[src/rtl/axi_bram_pkg.sv]
// Shared encodings for the AXI4 burst-to-BRAM write path.
package axi_bram_pkg;
  localparam logic [1:0] BURST_FIXED = 2'b00;
  localparam logic [1:0] BURST_INCR  = 2'b01;
  localparam logic [1:0] BURST_WRAP  = 2'b10;

  localparam logic [1:0] RESP_OKAY   = 2'b00;
  localparam logic [1:0] RESP_SLVERR = 2'b10;

  typedef enum logic [1:0] {ST_IDLE, ST_BURST, ST_RESP} state_t;
endpackage

[src/rtl/axi_bram_burst_writer.sv]
// AXI4 write-only slave: one outstanding INCR/FIXED burst, beats written to BRAM port A
// with one cycle of registered latency. WRAP runs as INCR and is flagged SLVERR.
module axi_bram_burst_writer
  import axi_bram_pkg::*;
#(
  parameter int AXI_DATA_WIDTH  = 32,
  parameter int AXI_ADDR_WIDTH  = 32,
  parameter int AXI_ID_WIDTH    = 6,
  parameter int BRAM_ADDR_WIDTH = 10
) (
  input  logic                          aclk,
  input  logic                          areset,
  input  logic [AXI_ID_WIDTH-1:0]       s_axi_awid,
  input  logic [AXI_ADDR_WIDTH-1:0]     s_axi_awaddr,
  input  logic [7:0]                    s_axi_awlen,
  input  logic [2:0]                    s_axi_awsize,
  input  logic [1:0]                    s_axi_awburst,
  input  logic                          s_axi_awvalid,
  output logic                          s_axi_awready,
  input  logic [AXI_DATA_WIDTH-1:0]     s_axi_wdata,
  input  logic [AXI_DATA_WIDTH/8-1:0]   s_axi_wstrb,
  input  logic                          s_axi_wlast,
  input  logic                          s_axi_wvalid,
  output logic                          s_axi_wready,
  output logic [AXI_ID_WIDTH-1:0]       s_axi_bid,
  output logic [1:0]                    s_axi_bresp,
  output logic                          s_axi_bvalid,
  input  logic                          s_axi_bready,
  output logic                          bram_porta_clk,
  output logic                          bram_porta_rst,
  output logic [BRAM_ADDR_WIDTH-1:0]    bram_porta_addr,
  output logic [AXI_DATA_WIDTH-1:0]     bram_porta_wrdata,
  output logic [AXI_DATA_WIDTH/8-1:0]   bram_porta_we
);
  function automatic int clogb2(input int v);
    int r;
    r = 0;
    for (int i = 0; i < 31; i++)
      if ((1 << i) < v) r = i + 1;
    return r;
  endfunction

  localparam int ADDR_LSB = clogb2(AXI_DATA_WIDTH/8);
  localparam logic [BRAM_ADDR_WIDTH-1:0] ADDR_ONE = 1;

  state_t                       state, state_nxt;
  logic [AXI_ID_WIDTH-1:0]      id_q;
  logic [BRAM_ADDR_WIDTH-1:0]   addr_q;
  logic [7:0]                   len_q;
  logic [7:0]                   beat_q;
  logic [1:0]                   burst_q;
  logic                         err_q;
  logic                         aw_hs, w_hs, last_beat, b_hs;
  logic                         unused;

  assign unused = ^{s_axi_awsize, s_axi_awaddr};

  assign aw_hs     = s_axi_awvalid & s_axi_awready;
  assign w_hs      = s_axi_wvalid & s_axi_wready;
  assign b_hs      = s_axi_bvalid & s_axi_bready;
  assign last_beat = (beat_q == len_q);

  assign bram_porta_clk = aclk;
  assign bram_porta_rst = areset;

  always_ff @(posedge aclk) begin
    if (areset) state <= ST_IDLE;
    else        state <= state_nxt;
  end

  always_comb begin
    state_nxt = state;
    case (state)
      ST_IDLE:  if (aw_hs)             state_nxt = ST_BURST;
      ST_BURST: if (w_hs && last_beat) state_nxt = ST_RESP;
      ST_RESP:  if (b_hs)              state_nxt = ST_IDLE;
      default:                         state_nxt = ST_IDLE;
    endcase
  end

  always_comb begin
    s_axi_awready = (state == ST_IDLE);
    s_axi_wready  = (state == ST_BURST);
    s_axi_bvalid  = (state == ST_RESP);
    s_axi_bid     = id_q;
    s_axi_bresp   = (state == ST_RESP && err_q) ? RESP_SLVERR : RESP_OKAY;
  end

  // Burst bookkeeping and the registered BRAM port; we is a one-cycle pulse per beat.
  always_ff @(posedge aclk) begin
    if (areset) begin
      id_q              <= '0;
      addr_q            <= '0;
      len_q             <= '0;
      beat_q            <= '0;
      burst_q           <= BURST_FIXED;
      err_q             <= 1'b0;
      bram_porta_addr   <= '0;
      bram_porta_wrdata <= '0;
      bram_porta_we     <= '0;
    end else begin
      bram_porta_we <= '0;
      if (aw_hs) begin
        id_q    <= s_axi_awid;
        addr_q  <= s_axi_awaddr[ADDR_LSB +: BRAM_ADDR_WIDTH];
        len_q   <= s_axi_awlen;
        burst_q <= s_axi_awburst;
        beat_q  <= '0;
        err_q   <= (s_axi_awburst == BURST_WRAP);
      end
      if (w_hs) begin
        bram_porta_addr   <= addr_q;
        bram_porta_wrdata <= s_axi_wdata;
        bram_porta_we     <= s_axi_wstrb;
        beat_q            <= beat_q + 8'd1;
        if (burst_q != BURST_FIXED) addr_q <= addr_q + ADDR_ONE;
        if (s_axi_wlast != last_beat) err_q <= 1'b1;
      end
    end
  end
endmodule

[config.mk]
export PLATFORM = sky130hd
export DESIGN_NAME = axi_bram_burst_writer
export DESIGN_NICKNAME = d
export VERILOG_FILES = /design/src/rtl/axi_bram_pkg.sv /design/src/rtl/axi_bram_burst_writer.sv
export SDC_FILE = /design/constraint.sdc
export NUM_CORES = 1
export LEC_CHECK = 0
export ABC_AREA = 1
export BUFFER_PORTS_ARGS = -buffer_cell sky130_fd_sc_hd__buf_2
export CORE_AREA = 2 2 86 88
export DETAILED_ROUTE_END_ITERATION = 6
export DIE_AREA = 0 0 88 90
export PLACE_DENSITY = 0.82
export SKIP_CTS_REPAIR_TIMING = 1
export SYNTH_ARGS = -nofsm -noshare
export SYNTH_HDL_FRONTEND = slang
export SYNTH_SLANG_ARGS = --single-unit
[constraint.sdc]
create_clock -name aclk -period 1.95 [get_ports aclk]
set_input_delay 0.0975 -clock aclk [delete_from_list [all_inputs] [get_ports aclk]]
set_output_delay 0.0975 -clock aclk [all_outputs]
set_load 0.05 [all_outputs]
==> results.yml <==
run_status:
  outcome: "finished, violations left"
  violations: "hold timing"
setup_path:
  worstPathMaxFanout: 3
  r2r_slack_ns: 0.45
  arrival_ns: 1.58
  r2r_cells: 6
  r2r_start: "state[1]$_SDFFE_PP0P_"
  critPathKind: "flip-flop to output port"
  worstPathRequired_ns: 1.85
  start_kind: "flip-flop"
  r2r_end: "bram_porta_wrdata[8]$_SDFFE_PP0P_"
  cp-end-kind: "output port"
die:
  die-area_mm2: 0.00792
  core_area_mm2: 0.00702
  die_h_um: 90
  die_w_um: 88
  rows: 31
  start_util: 0.485
  ios: 152
final_layout:
  layout-drive-gt1-share: 0.250
  final_cell_area_mm2: 0.00496
  area_growth_pct: 45.9
  n_antenna_cell: 0
  nets: 739
min_path:
  min_from: "s_axi_awaddr[5]"
  worstHoldEndpoint: "addr_q[3]$_SDFF_PP0_"
  hp-class: "primary input to flip-flop"
  holdPathStages: 3
sta:
  setup_slack_ns: 0.277
  rsz0062_at_grt: "false"
  fin_crit_ns: 1.67
  setup_viol: 0
  fin_hold_ws_ns: -0.0472
  hold_violations: 2
  timing.fmax_mhz: 598
  tns_ns: 0
  fin_skew_ns: 0.0118
  drv_slew: 0
  final.period_utilization: 0.858
drt:
  via_count: 3647
  drt_iter0_markers: 170
  drc_errors: 0
  wl_per_cell_um: 13.0
  vias_per_cell: 4.88
  dr.pass1.iters: 5
  drtAntennaViolNets: 0
  routed_wl_mm: 9.73
global_route:
  grt-ovfl-total: 0
  grt_usage: 0.226
  first_global_vias: 3296
  grt_start_max_net_pins: 32
  antenna_found_initial: 0
  grt_pass1_wl_mm: 14.2
synth:
  syn_area_mm2: 0.00340
  synth-seq-area-share: 0.488
  syn_area_per_cell_um2: 7.35
  yosysWarningCount: 0
  synthCells: 463
  syn_nets: 558
  yosysUniqueCellTypes: 29
  synth-seq-cells: 83
placement:
  dp_hpwl_mm: 5.96
  placed_cell_area_mm2: 0.00408
  portBuffers: 125
  gp_congestion: 0.855
  place_ws_ns: 0.492
power:
  power.density_mw_per_mm2: 883
  max-vdd-ir-drop_uv: 456
  leakage_nw: 2.29
  power.total_mw: 4.38
clock_tree:
  path_clk_slew_ns: 0.08
  clock_latency_ns: 0.47
  cts_tree: "yes"
flow_run:
  cap_violations: 0
[cell usage in the layout, fill, tap and decap left out, types with 2 or more instances in the layout]
master	n
ha_1	2
buf_2	125
o21ai_0	31
dlygate4sd3_1	59
dfxtp_1	83
a211oi_1	3
nor3_1	6
clkbuf_8	13
nand2_1	129
nand3_1	15
buf_4	9
a21oi_1	69
inv_1	31
bufinv_16	3
inv_6	2
nor2_1	47
inv_2	3
xor2_1	3
xnor2_1	3
[worst max path at each step]
stage,start,end,depth (start not counted)
2_1_floorplan,state[1]$_SDFFE_PP0P_,err_q$_SDFF_PP0_,8
3_3_place_gp,state[0]$_SDFFE_PP0P_,beat_q[0]$_SDFFE_PP0P_,7
3_5_place_dp,state[1]$_SDFFE_PP0P_,bram_porta_wrdata[9]$_SDFFE_PP0P_,6
4_1_cts,state[1]$_SDFFE_PP0P_,s_axi_bresp[1],3
5_1_grt,state[1]$_SDFFE_PP0P_,s_axi_bresp[1],3
6_report,state[1]$_SDFFE_PP0P_,s_axi_bresp[1],3
[layout make-up]
| cell class | instances | area (um2) |
|---|---|---|
| fill | 516 | 2060 |
| sequential | 83 | 1660 |
| multi-input combinational | 319 | 1470 |
| timing repair buffer | 192 | 1280 |
| clock buffer | 15 | 188 |
| inverter | 35 | 133 |
| tap | 99 | 124 |
| clock inverter | 5 | 108 |
[through the flow]
stage / std cells / hold slack [ns] / utilization
floorplan: 463 / 0.210 / -
global placement: 670 / 0.317 / 0.581
detailed placement: 670 / 0.318 / 0.581
CTS: 689 / -0.163 / 0.623
global route: 748 / 0.00414 / 0.707
finish: 748 / -0.0472 / 0.707
[synthesized netlist by cell type]
library cell | n | area, um2
o211ai_2 | 1 | 12.5
nand3_1 | 15 | 75.1
ha_1 | 2 | 25.0
inv_2 | 3 | 11.3
inv_1 | 31 | 116
a21oi_1 | 69 | 345
nor2_1 | 47 | 176
nand2_1 | 129 | 484
buf_2 | 8 | 40.0
nand2_4 | 1 | 11.3
nand2_2 | 1 | 6.26
xnor2_1 | 3 | 26.3
xor2_1 | 3 | 26.3
o22ai_1 | 1 | 6.26
dfxtp_1 | 83 | 1660
o21ai_0 | 31 | 155
nor3_1 | 6 | 30.0
buf_4 | 4 | 30.0
a32o_1 | 1 | 10.0
buf_6 | 2 | 22.5
clkinv_2 | 1 | 5.00
nor2_8 | 1 | 20.0
a31o_2 | 1 | 8.76
conb_1 | 1 | 3.75
nor2_4 | 1 | 11.3
clkbuf_1 | 12 | 45.0
nand4_1 | 1 | 6.26
a211oi_1 | 3 | 22.5
nor3b_1 | 1 | 7.51
[cells by family after synthesis]
| group | synth area share |
|---|---|
| other | 0.00110 |
| and+or+nand+nor | 0.243 |
| DFF | 0.488 |
| adders and majority gates | 0.00735 |
| xor gates and xnor gates | 0.0154 |
| AOI/OAI and AO/OA | 0.165 |
| buffers and inverters | 0.0794 |
[state kept, by name, summed over array words and instances (netlist names), 4 cells and up]
register,count
beat_q,8
s_axi_bid,6
len_q,8
bram_porta_we,4
bram_porta_addr,10
bram_porta_wrdata,32
addr_q,10
[power breakdown]
group          switching [mW]  internal (mW)
Clock                   0.734           1.04
Sequential             0.0587           1.79
Combinational           0.488          0.275
[layer usage]
metal	track usage	up-vias	routed length [um]
met5	0	-	0
met4	0.127	0	382
met3	0.0643	38	491
met2	0.377	122	5010
met1	0.253	1637	3850
li1	-	1850	-
[critical path, cell delays in order, from the launching register on]
cell and delay (ns):
dfxtp_1 0.40, inv_1 0.07, nor3_1 0.30, buf_2 0.34
Power figures use the tool's default switching activity.
